$ cat src/rtl/vga_timing_pkg.sv
// Shared timing types, display presets and the timing-set validity check for vga_timing_gen.
package vga_timing_pkg;

  localparam int unsigned TIM_W = 16;

  typedef struct packed {
    logic [TIM_W-1:0] h_w;
    logic [TIM_W-1:0] h_fp;
    logic [TIM_W-1:0] h_pw;
    logic [TIM_W-1:0] h_bp;
    logic [TIM_W-1:0] v_h;
    logic [TIM_W-1:0] v_fp;
    logic [TIM_W-1:0] v_pw;
    logic [TIM_W-1:0] v_bp;
  } timing_t;

  localparam timing_t LCD_5INCH = '{
    h_w: TIM_W'(800), h_fp: TIM_W'(210), h_pw: TIM_W'(1), h_bp: TIM_W'(182),
    v_h: TIM_W'(480), v_fp: TIM_W'(62),  v_pw: TIM_W'(5), v_bp: TIM_W'(6)
  };

  localparam timing_t VGA_640_480 = '{
    h_w: TIM_W'(640), h_fp: TIM_W'(16), h_pw: TIM_W'(96), h_bp: TIM_W'(48),
    v_h: TIM_W'(480), v_fp: TIM_W'(10), v_pw: TIM_W'(2),  v_bp: TIM_W'(33)
  };

  // Active size and sync widths must be non-zero; porches may be empty.
  function automatic logic timing_valid(input timing_t t);
    return (t.h_w != '0) && (t.h_pw != '0) && (t.v_h != '0) && (t.v_pw != '0);
  endfunction

endpackage

$ cat src/rtl/vga_sig_delay.sv
// Reset-to-idle shift register that aligns the sync/de vector; pass-through at depth 0.
module vga_sig_delay #(
  parameter int unsigned DEPTH = 0,
  parameter int unsigned W     = 3
) (
  input  logic         pix_clk,
  input  logic         pix_rst,
  input  logic [W-1:0] rst_val,
  input  logic [W-1:0] d,
  output logic [W-1:0] q
);

  if (DEPTH == 0) begin : g_pass
    assign q = d;
  end else begin : g_shift
    logic [W-1:0] stage_q [DEPTH];

    always_ff @(posedge pix_clk) begin
      if (pix_rst) begin
        for (int i = 0; i < int'(DEPTH); i++) stage_q[i] <= rst_val;
      end else begin
        stage_q[0] <= d;
        for (int i = 1; i < int'(DEPTH); i++) stage_q[i] <= stage_q[i-1];
      end
    end

    assign q = stage_q[DEPTH-1];
  end

endmodule

$ cat src/rtl/vga_timing_gen.sv
// Runtime-reprogrammable raster timing generator with signed coordinates (active origin at 0,0).
// Define VGA_TIMING_FRAME_CNT_EN to add the 32-bit frame_cnt output.
module vga_timing_gen
  import vga_timing_pkg::*;
#(
  parameter int unsigned COORD_W  = 16,
  parameter int unsigned CFG_W    = 12,
  parameter int unsigned DEF_H_W  = 640,
  parameter int unsigned DEF_H_FP = 16,
  parameter int unsigned DEF_H_PW = 96,
  parameter int unsigned DEF_H_BP = 48,
  parameter int unsigned DEF_V_H  = 480,
  parameter int unsigned DEF_V_FP = 10,
  parameter int unsigned DEF_V_PW = 2,
  parameter int unsigned DEF_V_BP = 33,
  parameter bit          HS_POL   = 1'b0,
  parameter bit          VS_POL   = 1'b0,
  parameter int unsigned SYNC_DLY = 0
) (
  input  logic                      pix_clk,
  input  logic                      pix_rst,
  input  logic                      cfg_valid,
  output logic                      cfg_ready,
  input  logic [CFG_W-1:0]          cfg_h_w,
  input  logic [CFG_W-1:0]          cfg_h_fp,
  input  logic [CFG_W-1:0]          cfg_h_pw,
  input  logic [CFG_W-1:0]          cfg_h_bp,
  input  logic [CFG_W-1:0]          cfg_v_h,
  input  logic [CFG_W-1:0]          cfg_v_fp,
  input  logic [CFG_W-1:0]          cfg_v_pw,
  input  logic [CFG_W-1:0]          cfg_v_bp,
  output logic                      cfg_err,
  output logic signed [COORD_W-1:0] sx,
  output logic signed [COORD_W-1:0] sy,
  output logic                      hsync,
  output logic                      vsync,
  output logic                      de,
  output logic                      line_start,
  output logic                      frame_start,
  output logic                      frame_end
`ifdef VGA_TIMING_FRAME_CNT_EN
  ,
  output logic [31:0]               frame_cnt
`endif
);

  function automatic logic signed [COORD_W-1:0] ext(input logic [TIM_W-1:0] v);
    return $signed(COORD_W'(v));
  endfunction

  // First blanking coordinate: -(front porch + pulse + back porch).
  function automatic logic signed [COORD_W-1:0] sta_of(input logic [TIM_W-1:0] fp,
                                                        input logic [TIM_W-1:0] pw,
                                                        input logic [TIM_W-1:0] bp);
    return -(ext(fp) + ext(pw) + ext(bp));
  endfunction

  localparam timing_t DEF_TIM = '{
    h_w: TIM_W'(DEF_H_W), h_fp: TIM_W'(DEF_H_FP), h_pw: TIM_W'(DEF_H_PW), h_bp: TIM_W'(DEF_H_BP),
    v_h: TIM_W'(DEF_V_H), v_fp: TIM_W'(DEF_V_FP), v_pw: TIM_W'(DEF_V_PW), v_bp: TIM_W'(DEF_V_BP)
  };
  localparam logic signed [COORD_W-1:0] ONE       = COORD_W'(1);
  localparam logic signed [COORD_W-1:0] DEF_H_STA = sta_of(DEF_TIM.h_fp, DEF_TIM.h_pw, DEF_TIM.h_bp);
  localparam logic signed [COORD_W-1:0] DEF_V_STA = sta_of(DEF_TIM.v_fp, DEF_TIM.v_pw, DEF_TIM.v_bp);
  localparam logic [2:0]                SYNC_IDLE = {1'b0, ~VS_POL, ~HS_POL};

  timing_t                   act_q, pend_q, cfg_in, nxt_tim;
  logic signed [COORD_W-1:0] pos_x_q, pos_y_q, pos_x_d, pos_y_d;
  logic signed [COORD_W-1:0] h_sta, v_sta, hs_lo, vs_lo;
  logic                      wrap_x, wrap_y, apply_c, pend_ok, xfer_c;
  logic                      hs_on, vs_on, de_on, frame_end_c;
  logic [2:0]                sync_c, sync_q, sync_dly;

  assign cfg_in = '{
    h_w: TIM_W'(cfg_h_w), h_fp: TIM_W'(cfg_h_fp), h_pw: TIM_W'(cfg_h_pw), h_bp: TIM_W'(cfg_h_bp),
    v_h: TIM_W'(cfg_v_h), v_fp: TIM_W'(cfg_v_fp), v_pw: TIM_W'(cfg_v_pw), v_bp: TIM_W'(cfg_v_bp)
  };
  assign xfer_c = cfg_valid && cfg_ready;

  // Scan advance, frame-boundary timing swap and sync/de decode from the current position.
  always_comb begin
    h_sta   = sta_of(act_q.h_fp, act_q.h_pw, act_q.h_bp);
    v_sta   = sta_of(act_q.v_fp, act_q.v_pw, act_q.v_bp);
    wrap_x  = (pos_x_q == ext(act_q.h_w) - ONE);
    wrap_y  = (pos_y_q == ext(act_q.v_h) - ONE);
    apply_c = wrap_x && wrap_y;
    pend_ok = timing_valid(pend_q);
    nxt_tim = act_q;
    if (apply_c && !cfg_ready && pend_ok) nxt_tim = pend_q;

    pos_x_d = pos_x_q + ONE;
    pos_y_d = pos_y_q;
    if (wrap_x) begin
      pos_x_d = sta_of(nxt_tim.h_fp, nxt_tim.h_pw, nxt_tim.h_bp);
      pos_y_d = wrap_y ? sta_of(nxt_tim.v_fp, nxt_tim.v_pw, nxt_tim.v_bp) : pos_y_q + ONE;
    end

    hs_lo       = h_sta + ext(act_q.h_fp);
    vs_lo       = v_sta + ext(act_q.v_fp);
    hs_on       = (pos_x_q >= hs_lo) && (pos_x_q < hs_lo + ext(act_q.h_pw));
    vs_on       = (pos_y_q >= vs_lo) && (pos_y_q < vs_lo + ext(act_q.v_pw));
    de_on       = !pos_x_q[COORD_W-1] && !pos_y_q[COORD_W-1];
    frame_end_c = (pos_x_q == h_sta) && (pos_y_q == v_sta);
    sync_c      = {de_on, vs_on ? VS_POL : ~VS_POL, hs_on ? HS_POL : ~HS_POL};
  end

  always_ff @(posedge pix_clk) begin
    if (pix_rst) begin
      pos_x_q     <= DEF_H_STA;
      pos_y_q     <= DEF_V_STA;
      act_q       <= DEF_TIM;
      pend_q      <= '0;
      cfg_ready   <= 1'b1;
      cfg_err     <= 1'b0;
      sx          <= '0;
      sy          <= '0;
      line_start  <= 1'b0;
      frame_start <= 1'b0;
      frame_end   <= 1'b0;
      sync_q      <= SYNC_IDLE;
    end else begin
      pos_x_q     <= pos_x_d;
      pos_y_q     <= pos_y_d;
      act_q       <= nxt_tim;
      cfg_err     <= apply_c && !cfg_ready && !pend_ok;
      sx          <= pos_x_q;
      sy          <= pos_y_q;
      line_start  <= (pos_x_q == h_sta);
      frame_start <= (pos_x_q == '0) && (pos_y_q == '0);
      frame_end   <= frame_end_c;
      sync_q      <= sync_c;
      // A set accepted on the apply cycle itself waits for the next frame boundary.
      if (xfer_c) begin
        pend_q    <= cfg_in;
        cfg_ready <= 1'b0;
      end else if (apply_c && !cfg_ready) begin
        pend_q    <= '0;
        cfg_ready <= 1'b1;
      end
    end
  end

`ifdef VGA_TIMING_FRAME_CNT_EN
  always_ff @(posedge pix_clk) begin
    if (pix_rst)          frame_cnt <= '0;
    else if (frame_end_c) frame_cnt <= frame_cnt + 32'd1;
  end
`endif

  vga_sig_delay #(
    .DEPTH (SYNC_DLY),
    .W     (3)
  ) u_sync_dly (
    .pix_clk (pix_clk),
    .pix_rst (pix_rst),
    .rst_val (SYNC_IDLE),
    .d       (sync_q),
    .q       (sync_dly)
  );

  assign hsync = sync_dly[0];
  assign vsync = sync_dly[1];
  assign de    = sync_dly[2];

endmodule

$ cat config.mk
export PLATFORM = sky130hd
export DESIGN_NAME = vga_timing_gen
export DESIGN_NICKNAME = d
export VERILOG_FILES = /design/src/rtl/vga_timing_pkg.sv /design/src/rtl/vga_sig_delay.sv /design/src/rtl/vga_timing_gen.sv
export SDC_FILE = /design/constraint.sdc
export NUM_CORES = 1
export LEC_CHECK = 0
export BUFFER_PORTS_ARGS = -buffer_cell sky130_fd_sc_hd__buf_2
export CORE_MARGIN = 2
export CORE_UTILIZATION = 55
export CTS_CLUSTER_DIAMETER = 100
export DETAILED_ROUTE_END_ITERATION = 7
export PLACE_DENSITY_LB_ADDON = 0.25
export SYNTH_ARGS = -nofsm -noshare
export SYNTH_HDL_FRONTEND = slang
export SYNTH_SLANG_ARGS = --single-unit
$ cat constraint.sdc
create_clock -name pix_clk -period 7.32 [get_ports pix_clk]
set_clock_uncertainty 0.15 [all_clocks]
set_input_delay 0.366 -clock pix_clk [delete_from_list [all_inputs] [get_ports pix_clk]]
set_output_delay 0.366 -clock pix_clk [all_outputs]
set_load 0.03 [all_outputs]
-- Yosys cells after proc, flatten, opt, wreduce, memory -nomap -nowiden
Cells that the tools add are included.
- register bits: 288
- input bits: 99
- output and inout port bits: 40
- word-level logic and storage cells: 87
- $add $sub $neg: 20
- order comparisons: 4
- eq/ne operators: 4
- multiplexer cells: 9
- reductions and logical operators: 24
- operator list (operator ; count):
    2-to-1 mux 124 bit ; 2
    adder 16 bit ; 12
    2-to-1 mux 112 bit ; 1
    negator 16 bit ; 4
    nonzero test 16 bit ; 4
    adder 16 x 2 -> 16 bit (second input constant) ; 2
    equality test 16 x 13 -> 1 bit ; 2
    equality test 16 bit ; 2
    greater-or-equal comparator 16 bit ; 2
    zero test 16 bit ; 2
    < comparator 16 bit ; 2
    2-to-1 mux 16 bit ; 2
    subtractor 12 x 1 -> 13 bit (second input constant) ; 2
    logical AND 1 bit ; 13
    zero test 1 bit ; 4
    2-to-1 mux 1 bit ; 4
    nonzero test 2 bit ; 1

-- Logic depth before layout (Yosys ltp)
Gate-level depths: netlist (run 1).
- depth in word-level cells: 10
- depth in mapped cells: 30
- mapped depth without buffers: 30

-- Hierarchy
A second synthesis (run 1) with hierarchy kept.
- cell total of the unflattened synthesis: 2810
- area, all modules: 22125.0 um^2
- modules (own cells, without submodules) (module ; times used ; cells each ; area an instance (um^2) ; seq. area each (um^2)):
    vga_timing_gen ; 1 ; 2807 ; 22102.4 ; 5765.5
    vga_sig_delay ; 1 ; 3 ; 22.5 ; 0.0

-- Worst setup path after synthesis (run 1)
No wires, ideal clock.
- kind: flip-flop to flip-flop
- start: reg act_q[48] (netlist name)
- end: reg pos_x_q[15]
- library setup time: 0.122 ns
- arrival time: 6.256 ns
- data required time: 7.048 ns
- setup slack: 0.792 ns
- cell stages (with the launch flop): 29
- path buffers: 3
- clock period less this slack: 6.528 ns
- cells stage by stage: dfxtp_1 -> inv_1 -> ha_1 -> or4b_1 -> or3_1 -> a211o_1 -> a221oi_2 -> and4_1 -> nand4_1 -> clkbuf_1 -> buf_2 -> clkbuf_1 -> nand2_1 -> nand2_1 -> ha_1 -> fa_1 -> inv_1 -> ha_1 -> inv_1 -> fa_1 -> nor2b_1 -> o31a_1 -> o211ai_1 -> a21boi_0 -> o31a_1 -> o41ai_1 -> o21ai_0 -> or3_1 -> a311o_1
- RTL lines (what ; RTL line ; RTL):
    start, declared ; vga_timing_gen.sv:67 ; timing_t act_q, pend_q, cfg_in, nxt_tim;
    start signal, assigned ; vga_timing_gen.sv:124 ; act_q <= nxt_tim;
    end signal, assigned ; vga_timing_gen.sv:122 ; pos_x_q <= pos_x_d;
    end, declared ; vga_timing_gen.sv:68 ; logic signed [COORD_W-1:0] pos_x_q, pos_y_q, pos_x_d, pos_y_d;

==> results of run 1 <==
-- final cells by class --
class	count	area (um^2)
fill	3412	14400
sequential	288	5766
inverter	236	885.9
multi-input combinational	2138	14880
tap	525	656.9
clock inverter	21	206.4
timing repair buffer	289	2107
clock buffer	37	828.3
-- flip-flops by register name, indices dropped and copies added, names as in the netlist --
register and count:
cfg_ready 1, pend_q 96, line_start 1, cfg_err 1, frame_start 1, act_q 120, sx 16, pos_x_q 16
frame_end 1, sync_q 3, sy 16, pos_y_q 16
-- worst max-delay path: stages (launching register included) --
cell	delay, ns
sky130_fd_sc_hd__dfxtp_1	0.36
sky130_fd_sc_hd__or4_4	0.58
sky130_fd_sc_hd__or4_1	0.51
sky130_fd_sc_hd__a211o_1	0.30
sky130_fd_sc_hd__a22oi_1	0.30
sky130_fd_sc_hd__and4_1	0.31
sky130_fd_sc_hd__nand4b_4	0.18
sky130_fd_sc_hd__nor2_4	0.17
sky130_fd_sc_hd__buf_12	0.16
sky130_fd_sc_hd__buf_4	0.28
sky130_fd_sc_hd__nand2_1	0.12
sky130_fd_sc_hd__nand2_1	0.10
sky130_fd_sc_hd__fa_1	0.41
sky130_fd_sc_hd__inv_1	0.07
sky130_fd_sc_hd__ha_1	0.23
sky130_fd_sc_hd__ha_1	0.33
sky130_fd_sc_hd__o21a_1	0.13
sky130_fd_sc_hd__o31a_1	0.13
sky130_fd_sc_hd__o211ai_1	0.16
sky130_fd_sc_hd__a21boi_0	0.15
sky130_fd_sc_hd__o31a_1	0.30
sky130_fd_sc_hd__o41ai_1	0.48
sky130_fd_sc_hd__o21ai_0	0.20
sky130_fd_sc_hd__or3_1	0.34
sky130_fd_sc_hd__a311o_1	0.34
-- power by group --
group / internal [mW] / switching [mW]
Combinational: 0.104 / 0.137
Sequential: 1.61 / 0.0324
Clock: 0.891 / 0.709
-- logic make-up after synthesis --
logic type      after synthesis  synth area share, %
xor+xnor                    174                7.209
compound gates              590                16.47
buf+inv                     380                6.682
fa+ha+maj                   320                20.30
flops                       288                26.09
mux                          17               0.7758
simple gates               1036                22.47
-- cells in the final DEF, fill, tap and decap left out, types with 9 or more instances in the layout --
master                          Yosys  layout
sky130_fd_sc_hd__nand2_1          430     429
sky130_fd_sc_hd__dfxtp_1          288     288
sky130_fd_sc_hd__a21oi_1          265     264
sky130_fd_sc_hd__ha_1             256     256
sky130_fd_sc_hd__inv_1            235     235
sky130_fd_sc_hd__nand3_1          148     148
sky130_fd_sc_hd__buf_2             12     137
sky130_fd_sc_hd__nor2_1           135     135
sky130_fd_sc_hd__xnor2_1          116     116
sky130_fd_sc_hd__dlygate4sd3_1      0      98
sky130_fd_sc_hd__o21ai_0           80      79
sky130_fd_sc_hd__fa_1              64      64
sky130_fd_sc_hd__nor3_1            57      57
sky130_fd_sc_hd__xor2_1            53      53
sky130_fd_sc_hd__a21o_1            53      53
sky130_fd_sc_hd__buf_4              9      50
sky130_fd_sc_hd__and3_1            47      47
sky130_fd_sc_hd__nor2b_1           46      46
sky130_fd_sc_hd__clkbuf_16          0      31
sky130_fd_sc_hd__nor4_1            29      29
sky130_fd_sc_hd__nand4_1           24      24
sky130_fd_sc_hd__a31oi_1           24      24
sky130_fd_sc_hd__and2_1            23      22
sky130_fd_sc_hd__o211ai_1          22      22
sky130_fd_sc_hd__o21a_1            17      17
sky130_fd_sc_hd__mux2i_1           16      16
sky130_fd_sc_hd__a21boi_0          14      14
sky130_fd_sc_hd__nand2b_1          14      14
sky130_fd_sc_hd__or2_2             13      13
sky130_fd_sc_hd__a211o_1           13      13
sky130_fd_sc_hd__nand3b_1          11      11
sky130_fd_sc_hd__or3_1             10      10
sky130_fd_sc_hd__or4_1              9       9
sky130_fd_sc_hd__a211oi_1           9       9
sky130_fd_sc_hd__nor4b_1            9       9
sky130_fd_sc_hd__a22oi_1            9       9
sky130_fd_sc_hd__o2111ai_1          9       9
sky130_fd_sc_hd__o21bai_1           9       9
-- per-stage QoR --
| step | utilization [%] | power [mW] | cells | worst slack (ns) |
|---|---|---|---|---|
| 2_1_floorplan | - | 1.784 | 2805 | 0.7920 |
| 3_3_place_gp | 58.57 | 1.862 | 3376 | 0.4790 |
| 3_5_place_dp | 58.57 | 1.866 | 3376 | 0.3104 |
| 4_1_cts | 63.65 | 3.489 | 3532 | 0.3223 |
| 5_1_grt | 63.75 | 3.580 | 3534 | 0.01696 |
| 6_report | 63.75 | 3.482 | 3534 | 0.4104 |
-- worst min path at each step --
stage | startpoint | endpoint | slack, ns
floorplan | pend_q[50] | act_q[50] | 0.30
global placement | pend_q[73] | pend_q[73] | 0.31
detailed placement | pend_q[8] | pend_q[8] | 0.31
CTS | pend_q[8] | pend_q[8] | 0.32
global route | pend_q[8] | pend_q[8] | 0.33
finish | pend_q[8] | pend_q[8] | 0.32
-- repair_timing --
action                     in CTS  in global routing
setup endpoints to repair       0                  3
hold buffers                   98                  0
setup buffers                   0                  1
gates resized for setup         0                  5
hold endpoints to repair      102                  0
-- per-layer routing --
metal | global-route usage (%) | routed length [um]
met5 | 0 | 0
met4 | 5.978 | 1219
met3 | 5.277 | 5797
met2 | 46.34 | 27330
met1 | 46.70 | 31150
==> impl_metrics.toml, run 1 <==
[global_route]
first_global_vias = 19500
groute.usage.overall_pct = 31.00
antenna_found_initial = 1
grt-ovfl-total = 0
grt_first_pass_wirelength_um = 103100
grt_start_max_net_pins = 116

[routing]
drt-total-wl_um = 65500
vias_per_cell = 5.855
routed_wire_length_per_instance_um = 18.53
drt_iter0_drc = 1623
detail-route-antenna-nets = 0
vias = 20690
drcViolationCount = 0
drt-pass1-iter-count = 7

[cts]
clock-sinks = 288
cts_buffer_depth = 3
tritoncts = "built"
cts_max_level = 1
clk-insertion-delay-late_ns = 0.60
clk_root_buffer_cell = "sky130_fd_sc_hd__clkbuf_16"
numCtsBuffers = 31
worst_setup_hold_path_clk_slew_ns = 0.07

[sta]
setup_viol_count_final = 0
hold_violations = 0
final.hold.worst_slack_ns = 0.3201
worstMarginPinSlew_ns = 1.258
timing.final.max_slew_violations = 0
timing.max_slew.rel_slack_pct = 16.13
post-route-period-util_pct = 94.39
timing.final.crit_period_ns = 6.910
setup_tns_ns = 0
fmax_mhz = 144.7
unrepaired_setup_endpoints_after_global_routing = "false"

[floorplanning]
initial_utilization_pct = 55.61
core_area_um2 = 39730
io-pin-count = 139
full_die_area_um2 = 41790
die_w_um = 204.4
fp-row-count = 73
die_y_um = 204.4

[critical_path]
cp_data_required_time_ns = 7.66
worstSetupStartpoint = "act_q[55]"
r2r-end = "pos_x_q[15]"
worstSetupPathType = "reg -> reg"
r2r.worst_path.cells = 24
regToRegStartpoint = "act_q[55]"
worstPathArrival_ns = 7.25
r2r_slack_ns = 0.41
crit_path_end = "pos_x_q[15]"
cp-start-kind = "flip-flop"
worstSetupEndpointType = "flip-flop"
cp_max_fanout = 21

[place]
routability_congestion_estimate_from_global_placement = 0.9280
hpwl_um = 49100
io_buffers = 138
postPlaceCellArea_um2 = 23270

[final_layout]
antennaDiodeCount = 0
finalInstanceArea_um2 = 25330
final_layout_size_suffix_gt1_share_pct = 9.106
finalNetCount = 3403
flow.area_growth_from_synthesis_pct = 14.63

[synthesis]
synth_top_cells_by_area = "sky130_fd_sc_hd__dfxtp_1, sky130_fd_sc_hd__ha_1, sky130_fd_sc_hd__nand2_1"
yosysSeqAreaShare_pct = 26.09
synth_top_area_share_pct = 26.09
synth-warning-count = 0
synth.net_count = 3224
synthFlopType = "sky130_fd_sc_hd__dfxtp_1"
synth.cell_area_um2 = 22090
synth.avg_cell_area_um2 = 7.877
synth_async_sr_flop_share_pct = 0
synth_seq_cells = 288
post-synth-top-count-cell = "sky130_fd_sc_hd__nand2_1"
yosysUniqueCellTypes = 75
library_cell_with_the_largest_summed_area_after_synthesis = "sky130_fd_sc_hd__dfxtp_1"
syn_inst = 2805
synth_commonest_cells = "sky130_fd_sc_hd__nand2_1, sky130_fd_sc_hd__dfxtp_1, sky130_fd_sc_hd__a21oi_1"
synth_enable_flop_cells = 0

[power_and_ir_drop]
max-vdd-ir-drop_mv = 0.1697
p_leak_nw = 11.34
power.density_nw_per_um2 = 137.5

[worst_hold_path]
hold-path-cell-count = 2
hold_path_class = "reg -> reg"

[flow_run]
drv.max_cap_violation_count = 0

[run_status]
status = "finished clean"
Power figures use the tool's default switching activity.
==> run 2, diff against run 1 <==
==> constraint.sdc (replaced) <==
create_clock -name pix_clk -period 7.6 [get_ports pix_clk]
set_clock_uncertainty 0.15 [all_clocks]
set_input_delay 0.38 -clock pix_clk [delete_from_list [all_inputs] [get_ports pix_clk]]
set_output_delay 0.38 -clock pix_clk [all_outputs]
set_load 0.03 [all_outputs]
==> impl_metrics.toml, run 2 (synthesis results as in run 1) <==
[run_status]
status = "finished clean"

[final_layout]
antennaDiodeCount = 0
final_cell_mix = "sky130_fd_sc_hd__nand2_1, sky130_fd_sc_hd__dfxtp_1, sky130_fd_sc_hd__a21oi_1"
reg_with_most_ffs = "act_q"
finalInstanceArea_um2 = 25380
n_fill_cell = 3412
layout_commonest_cell = "sky130_fd_sc_hd__nand2_1"
regArea_um2 = 5766
final_layout_size_suffix_gt1_share_pct = 8.833
flow.area_growth_from_synthesis_pct = 14.87
finalNetCount = 3393
largest_reg_flops = 120
biggestRegsByFlops = "act_q: 120 flops, pend_q: 96 flops"
multi_input_area_um2 = 14890

[critical_path]
cp_data_required_time_ns = 7.88
worstSetupEndpointType = "flip-flop"
worstSetupStartpoint = "act_q[48]"
timing.critical_path.max_delay_family = "compound AO/OA/AOI/OAI gates"
worstSetupPathType = "reg -> reg"
cp-start-kind = "flip-flop"
cp_max_fanout = 15
worst_path_max_delay_cell = "sky130_fd_sc_hd__o41ai_1"
critical_path.max_stage_delay_ns = 0.58
worstPathArrival_ns = 7.44
regToRegStartpoint = "act_q[48]"
timing.critical_path.buf_inv = 3

[floorplanning]
io-pin-count = 139
full_die_area_um2 = 41790
die_w_um = 204.4
initial_utilization_pct = 55.61
core_area_um2 = 39730
die_y_um = 204.4
fp-row-count = 73

[sta]
final.hold.worst_slack_ns = 0.2844
fmax_mhz = 139.6
timing.max_slew.rel_slack_pct = 25.57
setup_viol_count_final = 0
final.setup.worst_slack_ns = 0.4367
worstMarginPinSlew_ns = 1.112
post-route-period-util_pct = 94.25
setup_tns_ns = 0
timing.final.max_slew_violations = 0
timing.final.crit_period_ns = 7.163
unrepaired_setup_endpoints_after_global_routing = "false"
hold_violations = 0

[flow_run]
drv.max_cap_violation_count = 0

[cts]
clk-insertion-delay-late_ns = 0.55
cts_buffer_depth = 3
clock-sinks = 288
worst_setup_hold_path_clk_slew_ns = 0.06
cts_max_level = 2
tritoncts = "built"
numCtsBuffers = 34
clk_root_buffer_cell = "sky130_fd_sc_hd__clkbuf_16"

[place]
postPlaceCellArea_um2 = 23200
io_buffers = 138
routability_congestion_estimate_from_global_placement = 0.9115
dp_worst_setup_slack_ns = 0.5342
hpwl_um = 50030

[worst_hold_path]
timing.hold.worst.start = "pix_rst"
hold_path_class = "in -> reg"

[routing]
drt-total-wl_um = 67230
vias = 20830
drcViolationCount = 0
drt_iter0_drc = 1861
drt-pass1-iter-count = 6
routed_wire_length_per_instance_um = 19.07
vias_per_cell = 5.910
detail-route-antenna-nets = 0

[global_route]
groute.usage.overall_pct = 31.68
grt-ovfl-total = 0
grt_start_max_net_pins = 109
grt_first_pass_wirelength_um = 104500
antenna_found_initial = 2
first_global_vias = 19670

[power_and_ir_drop]
p_leak_nw = 11.37
post-layout-total-power_mw = 3.539
max-vdd-ir-drop_mv = 0.1680
power.density_nw_per_um2 = 139.4
run 2: timing repair:
item / 4_1_cts / 5_1_grt
setup endpoints to repair: 0 / 3
setup buffers: 0 / 0
resized for setup: 0 / 4
hold buffers: 97 / 0
endpoints found under the hold margin: 97 / 0
run 2: power by group:
part,switching [mW],total (mW),internal (mW),leakage [nW]
Clock,0.697,1.73,1.03,0.580
Combinational,0.131,0.230,0.0993,8.44
Sequential,0.0311,1.58,1.55,2.35
Total,0.859,3.54,2.68,11.4
run 2: stage by stage:
step | util (%) | cells
after global routing | 63.88 | 3525
final | 63.88 | 3525
after global placement | 58.38 | 3366
after floorplan | - | 2805
after detailed placement | 58.38 | 3366
after CTS | 63.82 | 3525
run 2: path summary, 6_finish.rpt:
check | end | slack, ns | cells after the start
max | pos_x_q[15] | 0.44 | 26
min | sy[1] | 0.28 | 2
max reg2reg | pos_x_q[15] | 0.44 | 26
min reg2reg | pend_q[102] | 0.32 | 2
run 2: cell type report:
cell class,instances,share of cell area [%]
Sequential cell,288,22.72
Inverter,236,3.490
Tap cell,525,2.588
Timing Repair Buffer,277,7.873
Clock buffer,43,3.727
Clock inverter,19,0.9514
Multi-Input combinational cell,2137,58.65
run 2: layer usage:
metal  vias to the layer above  wire (um)  part of all wire, %  global-route usage (%)
met5                         -          0                    0                       0
met4                         0       1176                  1.7                   7.195
met3                        83       5488                  8.2                   4.098
met2                       854      29180                   43                   49.32
met1                      9893      31390                   47                   46.50
li1                      10000          -                    -                       -
